**config.mk**
```make
export PLATFORM = sky130hd
export DESIGN_NAME = id_ex_stage
export DESIGN_NICKNAME = d
export VERILOG_FILES = /design/src/rtl/id_ex_stage_pkg.sv /design/src/rtl/id_ex_stage_hazard_detect.sv /design/src/rtl/id_ex_stage.sv
export SDC_FILE = /design/constraint.sdc
export NUM_CORES = 1
export LEC_CHECK = 0
export CAP_MARGIN = 20
export CELL_PAD_IN_SITES_DETAIL_PLACEMENT = 1
export CELL_PAD_IN_SITES_GLOBAL_PLACEMENT = 1
export CORE_AREA = 2 2 226 228
export DETAILED_ROUTE_END_ITERATION = 7
export DIE_AREA = 0 0 228 230
export MAX_ROUTING_LAYER = met4
export PLACE_DENSITY = 0.64
export SLEW_MARGIN = 20
export SYNTH_ARGS = -nofsm -noshare
export SYNTH_HDL_FRONTEND = slang
export SYNTH_HIERARCHICAL = 1
export SYNTH_SLANG_ARGS = --single-unit
```
**constraint.sdc**
```tcl
create_clock -name clk -period 2.8 [get_ports clk]
set_input_delay 0.56 -clock clk [delete_from_list [all_inputs] [get_ports clk]]
set_output_delay 0.56 -clock clk [all_outputs]
set_load 0.005 [all_outputs]
```
**src/rtl/id_ex_stage_pkg.sv**
```systemverilog
// ----------------------------------------------------------------------------
// id_ex_stage_pkg
// Shared definitions for the decode/execute boundary:
//   - ALUOp encodings produced by the control unit
//   - major opcode constants decoded by the control unit
//   - packed control bundle carried from decode into execute
//   - helper that turns a raw decode bundle into the bundle held in EX
// ----------------------------------------------------------------------------
package id_ex_stage_pkg;

    typedef enum logic [1:0] {
        ALUOP_LOAD_STORE = 2'b00,
        ALUOP_BRANCH     = 2'b01,
        ALUOP_RTYPE      = 2'b10
    } alu_op_e;

    localparam logic [6:0] OPC_R      = 7'b0110011;
    localparam logic [6:0] OPC_LOAD   = 7'b0000011;
    localparam logic [6:0] OPC_STORE  = 7'b0100011;
    localparam logic [6:0] OPC_BRANCH = 7'b1100011;
    localparam logic [6:0] OPC_OPIMM  = 7'b0010011;

    // alu_op is kept as a plain 2-bit field so an unused encoding from the
    // control unit travels through unchanged instead of needing a cast.
    typedef struct packed {
        logic [1:0] alu_op;
        logic       branch;
        logic       mem_read;
        logic       mem_to_reg;
        logic       mem_write;
        logic       alu_src;
        logic       reg_write;
    } ctrl_t;

    // Bundle as held in EX: mem_to_reg is meaningless without reg_write, so it
    // is cleared to keep an undriven select from reaching writeback, and an
    // invalid slot never carries any asserted control bit.
    function automatic ctrl_t ctrl_gate(input logic valid, input ctrl_t c);
        ctrl_t r;
        r            = c;
        r.mem_to_reg = c.mem_to_reg & c.reg_write;
        if (!valid) begin
            r = '0;
        end
        return r;
    endfunction

endpackage

```
**src/rtl/id_ex_stage_hazard_detect.sv**
```systemverilog
// ----------------------------------------------------------------------------
// hazard_detect
// Combinational load-use hazard detector. Flags when the instruction in EX is
// a load whose destination is read by the instruction currently in decode.
// Ports:
//   ex_valid, ex_mem_read, ex_rd  - load candidate held in EX
//   id_valid, id_alu_src,
//   id_mem_write, id_rs1, id_rs2  - consumer candidate in decode
//   hazard                        - stall/bubble request
// ----------------------------------------------------------------------------
module hazard_detect #(
    parameter int RA_W = 5
) (
    input  logic            ex_valid,
    input  logic            ex_mem_read,
    input  logic [RA_W-1:0] ex_rd,
    input  logic            id_valid,
    input  logic            id_alu_src,
    input  logic            id_mem_write,
    input  logic [RA_W-1:0] id_rs1,
    input  logic [RA_W-1:0] id_rs2,
    output logic            hazard
);

    logic use_rs1;
    logic use_rs2;
    logic ex_is_load;

    // rs2 is a real source for R-type (register operand) and for stores /
    // branches, where alu_src may select the immediate but rs2 is still read.
    assign use_rs1    = id_valid;
    assign use_rs2    = id_valid & (~id_alu_src | id_mem_write);
    // x0 is hard-wired, so a load to x0 never produces a dependency.
    assign ex_is_load = ex_valid & ex_mem_read & (ex_rd != '0);

    assign hazard = ex_is_load &
                    ((use_rs1 & (ex_rd == id_rs1)) |
                     (use_rs2 & (ex_rd == id_rs2)));

endmodule

```
**src/rtl/id_ex_stage.sv**
```systemverilog
// ----------------------------------------------------------------------------
// id_ex_stage
// ID/EX pipeline register with load-use hazard detection, flush handling and
// a saturating bubble counter.
// Ports:
//   clk, rst_n        - clock, synchronous active-low reset
//   id_*              - decoded instruction: valid, control bits, PC,
//                       operands, immediate, register indices, funct bits
//   flush             - taken branch downstream; kill the decode slot
//   stall_o           - hold PC and IF/ID this cycle (combinational)
//   ex_*              - registered copy of the decode slot (or a bubble)
//   bubble_cnt        - bubbles inserted by hazard or flush since reset
// ----------------------------------------------------------------------------
module id_ex_stage
    import id_ex_stage_pkg::*;
#(
    parameter int XLEN  = 64,
    parameter int RA_W  = 5,
    parameter int CNT_W = 16
) (
    input  logic             clk,
    input  logic             rst_n,
    input  logic             id_valid,
    input  logic [1:0]       id_alu_op,
    input  logic             id_branch,
    input  logic             id_mem_read,
    input  logic             id_mem_to_reg,
    input  logic             id_mem_write,
    input  logic             id_alu_src,
    input  logic             id_reg_write,
    input  logic [XLEN-1:0]  id_pc,
    input  logic [XLEN-1:0]  id_rs1_data,
    input  logic [XLEN-1:0]  id_rs2_data,
    input  logic [XLEN-1:0]  id_imm,
    input  logic [RA_W-1:0]  id_rs1,
    input  logic [RA_W-1:0]  id_rs2,
    input  logic [RA_W-1:0]  id_rd,
    input  logic [3:0]       id_funct,
    input  logic             flush,
    output logic             stall_o,
    output logic             ex_valid,
    output logic [1:0]       ex_alu_op,
    output logic             ex_branch,
    output logic             ex_mem_read,
    output logic             ex_mem_to_reg,
    output logic             ex_mem_write,
    output logic             ex_alu_src,
    output logic             ex_reg_write,
    output logic [XLEN-1:0]  ex_pc,
    output logic [XLEN-1:0]  ex_rs1_data,
    output logic [XLEN-1:0]  ex_rs2_data,
    output logic [XLEN-1:0]  ex_imm,
    output logic [RA_W-1:0]  ex_rs1,
    output logic [RA_W-1:0]  ex_rs2,
    output logic [RA_W-1:0]  ex_rd,
    output logic [3:0]       ex_funct,
    output logic [CNT_W-1:0] bubble_cnt
);

    function automatic logic [CNT_W-1:0] sat_inc(input logic [CNT_W-1:0] v);
        return (&v) ? v : v + 1'b1;
    endfunction

    ctrl_t            id_ctrl;
    ctrl_t            ctrl_p0;
    logic             vld_p0;
    logic [XLEN-1:0]  pc_p0;
    logic [XLEN-1:0]  rs1_data_p0;
    logic [XLEN-1:0]  rs2_data_p0;
    logic [XLEN-1:0]  imm_p0;
    logic [RA_W-1:0]  rs1_p0;
    logic [RA_W-1:0]  rs2_p0;
    logic [RA_W-1:0]  rd_p0;
    logic [3:0]       funct_p0;
    logic [CNT_W-1:0] bubble_cnt_q;
    logic             hazard;
    logic             bubble;

    assign id_ctrl = '{
        alu_op:     id_alu_op,
        branch:     id_branch,
        mem_read:   id_mem_read,
        mem_to_reg: id_mem_to_reg,
        mem_write:  id_mem_write,
        alu_src:    id_alu_src,
        reg_write:  id_reg_write
    };

    hazard_detect #(
        .RA_W (RA_W)
    ) u_hazard_detect (
        .ex_valid     (vld_p0),
        .ex_mem_read  (ctrl_p0.mem_read),
        .ex_rd        (rd_p0),
        .id_valid     (id_valid),
        .id_alu_src   (id_alu_src),
        .id_mem_write (id_mem_write),
        .id_rs1       (id_rs1),
        .id_rs2       (id_rs2),
        .hazard       (hazard)
    );

    // A flush redirects the front end, so it must not also be held; a flush
    // that coincides with a hazard is a single bubble.
    assign stall_o = hazard & ~flush;
    assign bubble  = flush | hazard;

    // ---- ID -> EX boundary ----
    always_ff @(posedge clk) begin
        if (!rst_n) begin
            vld_p0       <= 1'b0;
            ctrl_p0      <= '0;
            pc_p0        <= '0;
            rs1_data_p0  <= '0;
            rs2_data_p0  <= '0;
            imm_p0       <= '0;
            rs1_p0       <= '0;
            rs2_p0       <= '0;
            rd_p0        <= '0;
            funct_p0     <= '0;
            bubble_cnt_q <= '0;
        end else if (bubble) begin
            vld_p0       <= 1'b0;
            ctrl_p0      <= '0;
            pc_p0        <= '0;
            rs1_data_p0  <= '0;
            rs2_data_p0  <= '0;
            imm_p0       <= '0;
            rs1_p0       <= '0;
            rs2_p0       <= '0;
            rd_p0        <= '0;
            funct_p0     <= '0;
            bubble_cnt_q <= sat_inc(bubble_cnt_q);
        end else begin
            vld_p0       <= id_valid;
            ctrl_p0      <= ctrl_gate(id_valid, id_ctrl);
            pc_p0        <= id_pc;
            rs1_data_p0  <= id_rs1_data;
            rs2_data_p0  <= id_rs2_data;
            imm_p0       <= id_imm;
            rs1_p0       <= id_rs1;
            rs2_p0       <= id_rs2;
            rd_p0        <= id_rd;
            funct_p0     <= id_funct;
        end
    end

    assign ex_valid      = vld_p0;
    assign ex_alu_op     = ctrl_p0.alu_op;
    assign ex_branch     = ctrl_p0.branch;
    assign ex_mem_read   = ctrl_p0.mem_read;
    assign ex_mem_to_reg = ctrl_p0.mem_to_reg;
    assign ex_mem_write  = ctrl_p0.mem_write;
    assign ex_alu_src    = ctrl_p0.alu_src;
    assign ex_reg_write  = ctrl_p0.reg_write;
    assign ex_pc         = pc_p0;
    assign ex_rs1_data   = rs1_data_p0;
    assign ex_rs2_data   = rs2_data_p0;
    assign ex_imm        = imm_p0;
    assign ex_rs1        = rs1_p0;
    assign ex_rs2        = rs2_p0;
    assign ex_rd         = rd_p0;
    assign ex_funct      = funct_p0;
    assign bubble_cnt    = bubble_cnt_q;

endmodule

```
## Yosys cells after proc, flatten, opt, wreduce, memory -nomap -nowiden

Index checks and enable logic that the tools add are counted.
Widths: inputs -> output; s select.

| cells by class | value |
|---|---|
| bitwise gates (word level) | 16 |
| reductions and logical operators | 5 |
| eq/ne operators | 2 |
| $add $sub $neg | 1 |

Operator list:

| cell | count |
|---|---|
| $add 16x1->16 const B | 1 |
| $reduce_and 16->1 | 1 |
| $eq 5x5->1 | 2 |
| $and 1x1->1 | 8 |
| $not 1->1 | 5 |
| $reduce_bool 5->1 | 1 |
| $or 1x1->1 | 3 |
| $reduce_or 3->1 | 1 |
| $reduce_and 2->1 | 1 |
| $reduce_or 2->1 | 1 |

| word-level totals | value |
|---|---|
| register bits | 300 |
| input bits | 287 |
| word-level logic and storage cells | 41 |

## Logic depth before layout (Yosys ltp)

Gate-level depths: netlist of run 1.

| depth | value |
|---|---|
| depth after elaboration | 8 |
| mapped depth | 9 |

## Modules after synthesis

The synthesis of run 1 kept the hierarchy.

Modules (own cells, without submodules):

| module | area an instance (µm²) | times used | cells each |
|---|---|---|---|
| id_ex_stage | 8545.7 | 1 | 728 |
| hazard_detect | 136.4 | 1 | 18 |

## Worst setup path before layout of run 1

Ideal clock, no wire load.

| timing path | value |
|---|---|
| path kind | input -> register |
| start | input port id_rs2[1] |
| end | register bubble_cnt_q[15] (netlist: bubble_cnt[15]) |
| library setup time | 0.070 ns |
| arrival time | 2.495 ns |
| stages on the path | 8 |
| slack | 0.235 ns |
| cells stage by stage | xor2_1 -> nor4_1 -> nand3_1 -> a21oi_1 -> o2111ai_2 -> or3_4 -> or4_1 -> a21boi_1 |

| between the ends | value |
|---|---|
| cells in the longest elaborated chain, start to end | 6 |

RTL lines:

| element | RTL line | source |
|---|---|---|
| start: declaration | id_ex_stage.sv:36 | `input logic [RA_W-1:0] id_rs2,` |
| $eq 5x5->1 | id_ex_stage_hazard_detect.sv:38 | `(use_rs2 & (ex_rd == id_rs2)));` |
| $and 1x1->1 | id_ex_stage_hazard_detect.sv:38 |  |
| $or 1x1->1 | id_ex_stage_hazard_detect.sv:37 | `((use_rs1 & (ex_rd == id_rs1)) \|` |
| $and 1x1->1 | id_ex_stage_hazard_detect.sv:36 | `assign hazard = ex_is_load &` |
| net hazard | id_ex_stage.sv:76 | `logic hazard;` |
| $or 1x1->1 | id_ex_stage.sv:106 | `assign bubble = flush \| hazard;` |
| $reduce_and 2->1 (no source line) | n/a |  |
| end signal: assignment | id_ex_stage.sv:133 | `bubble_cnt_q <= sat_inc(bubble_cnt_q);` |
| end: declaration | id_ex_stage.sv:75 | `logic [CNT_W-1:0] bubble_cnt_q;` |

The timed path passes the listed nets, and every way through them passes these cells.
A chain may end at the register's enable or synchronous reset.

## Worst setup path after layout of run 1

| timing path | value |
|---|---|
| start | input port id_rs2[0] |
| end | output port stall_o |

| between the ends | value |
|---|---|
| cells in the longest elaborated chain, start to end | 5 |

RTL lines:

| element | RTL line | source |
|---|---|---|
| $eq 5x5->1 | id_ex_stage_hazard_detect.sv:38 |  |
| $and 1x1->1 | id_ex_stage_hazard_detect.sv:38 |  |
| $or 1x1->1 | id_ex_stage_hazard_detect.sv:37 |  |
| $and 1x1->1 | id_ex_stage_hazard_detect.sv:36 |  |
| net hazard | id_ex_stage.sv:76 |  |
| $and 1x1->1 | id_ex_stage.sv:105 | `assign stall_o = hazard & ~flush;` |
| end: declaration | id_ex_stage.sv:40 | `output logic stall_o,` |

The timed path passes the listed nets, and every way through them passes these cells.

==> results.tsv, run 1 <==
stage	metric	value	unit
run_status	outcome	finished clean	
sta	period utilisation layout	95.9	%
drt	Total Routed Length	36.7	mm
synthesis	syn_area_per_cell	11.6	um^2
synthesis	register area share after synthesis	69.2	%
cts	clk sinks	300	
drt	DRT Pass-1 Iters	4	
worst_hold_path	Worst Hold Class	in -> reg	
placement	Port-buffer cells	587	
drt	drt initial violations	269	
floorplanning	die area	52400	um^2
finish	post-layout util	33.4	%
worst_setup_path	CP endpoint kind	output port	
power_and_ir_drop	Flop pwr share	44.1	%
finish	Fill cells	5541	
floorplanning	Die Wd	228	um
global_route	initial antenna violation count	8	
synthesis	Synth Net Count	1034	
global_route	first-pass GRT wire length	54.1	mm
cts	Post-CTS Setup Bufs	0	
synthesis	Synth Register Bits	300	
worst_setup_path	WP data arrival	2.12	ns
sta	Final min period	2.68	ns
power_and_ir_drop	static leakage	0.00715	uW
global_route	Total Routing Usage GR	13.9	%
finish	Layout area overhead	91.8	%
floorplanning	Ports	588	
sta	RSZ-0062 raised after global routing	no	
worst_setup_path	maximum fanout along the worst path	3	
power_and_ir_drop	Peak VDD IR	0.398	mV
finish	most common cell after layout, fill and taps aside	clkdlybuf4s50_1	
synthesis	Netlist cell types	39	
finish	layout cells sized above 1	6.77	%
synthesis	Synth Warn #	6	
worst_hold_path	Hold Crit Depth	2	
cts	CTS root buf	clkbuf_16	
worst_setup_path	Reg2Reg Depth	10	
drt	WL per Instance	18.0	um
global_route	GR Overflow Total	0	
sta	Slew Viols, Final	0	
cts	Num CTS Buffers	37	
cts	CTS Buffer Depth	3	
cts	Clk pin slew, worst setup/hold paths	0.06	ns
global_route	largest net degree at the start of global routing	105	
synthesis	Post-Syn Area	8680	um^2
power_and_ir_drop	combinational power share	10.4	%
sta	Setup Viol. Count Final	0	
floorplanning	Core ar.	49900	um^2
finish	commonest non-fill, non-tap cells in the layout	clkdlybuf4s50_1, dfxtp_1, and3_1	
drt	routed vias/inst	3.89	
placement	detailed placer's ending HPWL	27.7	mm
synthesis	ys flop type	dfxtp_1	
synthesis	ys async rst share	0	%
placement	gpl congestion	0.849	
cts	CTS tree	done	
floorplanning	starting density of the core	17.4	%
sta	setup TNS	0	ns
worst_setup_path	startpoint type of the worst setup path	primary input	
finish	post-route cell area	16700	um^2
cts	Worst-Skew Late Latency	0.53	ns
synthesis	Post-synth EDFFs	0	
worst_setup_path	Setup Crit Path Kind	in -> out	
power_and_ir_drop	Switching Share	22.0	%
sta	Slew headroom	58.5	%
global_route	vias in the first global route	8658	
sta	Worst-Margin Slew	0.618	ns
sta	FMAX	373	MHz
power_and_ir_drop	Clock Power Share	45.6	%
worst_setup_path	CP required	2.24	ns
drt	DRC	0	
floorplanning	row count	82	
finish	nets	1622	
drt	number of nets with antenna violations after routing	0	
synthesis	Post-Synthesis Cells	746	
sta	clock skew	0.0129	ns
sta	Hold WS	0.472	ns
sta	final hold vios	0	
floorplanning	Die H	230	um
power_and_ir_drop	PwrDens	612	nW/um^2
drt	vias	7923	
power_and_ir_drop	Power Internal	7950	uW
run	MaxCap Viol Count	0	
power_and_ir_drop	net switching power	2240	uW
placement	Post-DP Area	15400	um^2
cts	H-tree depth	2	
[synth_stat cells, types with 3 or more instances]
cell type    n  share of area (%)
nor3_1       5               0.29
nand2b_1     3               0.22
clkbuf_1    64                2.8
nand2_1      9               0.39
and2_1       4               0.29
and3_1     284                 20
nand3_1      8               0.46
xnor2_1      4               0.40
nand4_1      3               0.22
a21boi_1     3               0.26
xor2_1       8               0.81
mux2i_1      3               0.35
nor2_1       5               0.22
o2111ai_1    3               0.30
dfxtp_1    300                 69
o21ai_0      7               0.40
or3_1        4               0.29
[final timing paths]
path,slack [ns],endpoint,start
worst min-delay path,0.47,bubble_cnt[11]$_SDFFE_PN0P_,rst_n
worst max-delay path,0.12,stall_o,id_rs2[0]
worst min register to register,0.54,bubble_cnt[4]$_SDFFE_PN0P_,bubble_cnt[4]$_SDFFE_PN0P_
worst max register to register,0.34,bubble_cnt[10]$_SDFFE_PN0P_,ex_rd[0]$_SDFF_PP0_
[final cells by class]
type | count | area [um^2] | share of cell area, %
Inverter | 2 | 7.51 | 0.0451
Antenna cell | 6 | 15.0 | 0.0902
Tap cell | 672 | 841 | 5.05
Clock buffer | 52 | 1040 | 6.27
Sequential cell | 300 | 6010 | 36.1
Clock inverter | 11 | 128 | 0.766
Timing Repair Buffer | 613 | 6150 | 37.0
Multi-Input combinational cell | 380 | 2450 | 14.7
[timing repair]
| item | CTS | global route |
|---|---|---|
| hold buffers | 0 | 0 |
| pin swaps | 1 | 3 |
| endpoints found under the setup margin | 1 | 1 |
| gates resized for setup | 11 | 0 |
[stage by stage]
stage	cells	setup WS [ns]	power (uW)
2_1_floorplan	746	0.235	4800
3_3_place_gp	1967	-0.324	5640
5_1_grt	2036	0.00403	10700
4_1_cts	2030	0.0592	10400
6_report	2036	0.116	10200
3_5_place_dp	1967	-0.273	5650
[per-layer routing]
metal / global-route usage [%] / vias to the layer above / routed length (um)
met4: 4.60 / 0 / 640
met5: - / - / 0
met2: 23.4 / 376 / 18400
met3: 5.74 / 38 / 3500
li1: - / 3770 / -
met1: 14.8 / 3739 / 14200
[cells by family (layout without fill, tap and decap cells)]
family	Yosys count	count (layout)	synth area share, %
multiplexers	3	3	0.346
AND/OR/NAND/NOR	335	335	23.8
other	0	6	0
buffers and inverters	66	678	2.85
flip-flops	300	300	69.2
AO/OA/AOI/OAI	29	29	2.46
XOR/XNOR	12	12	1.21
adder cells (fa/ha/maj)	1	1	0.144
[worst max-delay path: stages]
cell and delay [ns]:
clkdlybuf4s50_1 0.43, xor2_1 0.16, nor4_1 0.29, nand3_1 0.13
a21oi_2 0.14, buf_4 0.15, nor2b_1 0.14, buf_2 0.13
[power groups by stage]
stage          registers (uW)  logic [uW]  clock network (uW)
3_5_place_dp             4590        1070                   0
4_1_cts                  4490        1080                4830
5_1_grt                  4510        1140                5030
2_1_floorplan            4600         198                   0
6_report                 4490        1060                4640
3_3_place_gp             4580        1060                   0
Power figures use the tool's default switching activity.
==> run 2, diff against run 1 <==
--- a/config.mk
+++ b/config.mk
@@ -8,11 +8,12 @@
 export CAP_MARGIN = 20
 export CELL_PAD_IN_SITES_DETAIL_PLACEMENT = 1
 export CELL_PAD_IN_SITES_GLOBAL_PLACEMENT = 1
-export CORE_AREA = 2 2 226 228
+export CORE_AREA = 2 2 228 230
+export CTS_BUF_LIST = sky130_fd_sc_hd__clkbuf_8
 export DETAILED_ROUTE_END_ITERATION = 7
-export DIE_AREA = 0 0 228 230
+export DIE_AREA = 0 0 230 232
 export MAX_ROUTING_LAYER = met4
-export PLACE_DENSITY = 0.64
+export PLACE_DENSITY = 0.66
 export SLEW_MARGIN = 20
 export SYNTH_ARGS = -nofsm -noshare
 export SYNTH_HDL_FRONTEND = slang
==> results.tsv, run 2 (synthesis results as in run 1) <==
stage	metric	value	unit
finish	most common cell after layout, fill and taps aside	clkdlybuf4s50_1	
sta	final hold vios	0	
global_route	initial antenna violation count	5	
worst_setup_path	CP endpoint kind	output port	
floorplanning	Ports	588	
drt	vias	8043	
worst_setup_path	maximum fanout along the worst path	4	
finish	nets	1633	
sta	Slew headroom	62.8	%
global_route	met2 Track Usage GR	22.8	%
drt	WL per Instance	17.6	um
worst_setup_path	Setup Crit Path Kind	reg -> out	
finish	layout cells sized above 1	8.30	%
sta	Slew Viols, Final	0	
worst_setup_path	startpoint type of the worst setup path	flip-flop	
cts	H-tree depth	2	
power_and_ir_drop	PwrDens	581	nW/um^2
global_route	vias in the first global route	8717	
worst_setup_path	slowest cell delay on critical path	0.53	ns
sta	Setup Viol. Count Final	0	
finish	Fill cells	5662	
cts	CTS tree	done	
cts	CTS Buffer Depth	3	
placement	Port-buffer cells	587	
global_route	first-pass GRT wire length	52.7	mm
placement	gpl congestion	0.800	
placement	detailed placer's ending HPWL	27.2	mm
cts	Num CTS Buffers	53	
power_and_ir_drop	Peak VDD IR	0.392	mV
worst_setup_path	CP required	2.24	ns
floorplanning	Die H	232	um
cts	Hold Buf Count CTS	0	
worst_setup_path	CP max stage cell	or4_4	
sta	Worst-Margin Slew	0.554	ns
drt	Total Routed Length	36.5	mm
cts	CTS root buf	clkbuf_8	
finish	post-layout util	32.5	%
sta	Final min period	2.66	ns
sta	FMAX	376	MHz
sta	clock skew	0.0351	ns
cts	Clk pin slew, worst setup/hold paths	0.06	ns
cts	clk sinks	300	
floorplanning	Die Wd	230	um
floorplanning	die area	53400	um^2
floorplanning	Core ar.	50900	um^2
run	MaxCap Viol Count	0	
floorplanning	row count	83	
sta	period utilisation layout	95.0	%
floorplanning	starting density of the core	17.1	%
global_route	routing usage on met1	13.9	%
worst_hold_path	Worst Hold Class	in -> reg	
global_route	Total Routing Usage GR	13.3	%
drt	routed vias/inst	3.89	
global_route	Top Usage Layer GRT	met2	
drt	DRT Pass-1 Iters	4	
global_route	largest net degree at the start of global routing	102	
drt	drt initial violations	264	
run_status	outcome	finished clean	
global_route	M3 GR Usage	5.50	%
drt	DRC	0	
worst_setup_path	critical path, cell by cell	or4_4 > o2111ai_2 > a21oi_4 > nor2b_1 > buf_2	
drt	number of nets with antenna violations after routing	0	
finish	Layout area overhead	90.3	%
global_route	GR Overflow Total	0	
sta	setup TNS	0	ns
power_and_ir_drop	static leakage	0.00718	uW
cts	Worst-Skew Late Latency	0.63	ns
finish	commonest non-fill, non-tap cells in the layout	clkdlybuf4s50_1, dfxtp_1, and3_1	
worst_setup_path	WP data arrival	2.10	ns
-- run 2: path summary, 6_finish.rpt --
check,cells past startpoint,end,slack (ns),start
setup / recovery,5,stall_o,0.14,ex_rd[2]$_SDFF_PP0_
hold / removal,3,bubble_cnt[7]$_SDFFE_PN0P_,0.30,rst_n
setup reg to reg,10,bubble_cnt[15]$_SDFFE_PN0P_,0.24,ex_rd[3]$_SDFF_PP0_
hold reg to reg,2,bubble_cnt[1]$_SDFFE_PN0P_,0.54,bubble_cnt[1]$_SDFFE_PN0P_
-- run 2: area by class of cell --
class / count / area [um^2] / share of cell area, %
repair buffers: 608 / 6100 / 36.9
clock buffers: 69 / 950 / 5.75
flip-flops and latches: 300 / 6010 / 36.4
well taps: 680 / 851 / 5.15
diodes: 4 / 10.0 / 0.0606
clock inverters: 27 / 125 / 0.757
multi-input cells: 380 / 2460 / 14.9
inverters: 2 / 7.51 / 0.0454
-- run 2: timing repair --
action | 4_1_cts | 5_1_grt
pin swaps | 2 | 1
buffers inserted | 0 | 1
endpoints found under the setup margin | 1 | 1
resized for setup | 12 | 1
-- run 2: layer usage --
layer	wire [um]	part of all wire (%)
met4	690	1.9
met1	14000	38
met5	0	0
met3	3690	10
met2	18100	50
-- run 2: stage by stage --
stage	total power [uW]	cells	instance area, um^2	setup slack, ns	hold WS [ns]
floorplan	4800	746	8680	0.235	0.492
global placement	5630	1970	15400	-0.345	0.511
detailed placement	5650	1970	15400	-0.310	0.540
CTS	9810	2065	16500	0.0176	0.223
global route	10100	2070	16500	-0.0494	0.270
finish	9600	2070	16500	0.139	0.298
-- run 2: report_power, final --
part           total (uW)  internal [uW]  switching, uW
Clock                4050           2210           1850
Combinational        1050            724            330
Sequential           4490           4440           58.1
Total                9600           7370           2230
-- run 2: critical path, delay by kind of cell (launching register included) --
family,cells,cell delay (ns)
AOI/OAI and AO/OA,2,0.32
buffers and inverters,1,0.14
DFF,1,0.37
and+or+nand+nor,2,0.67
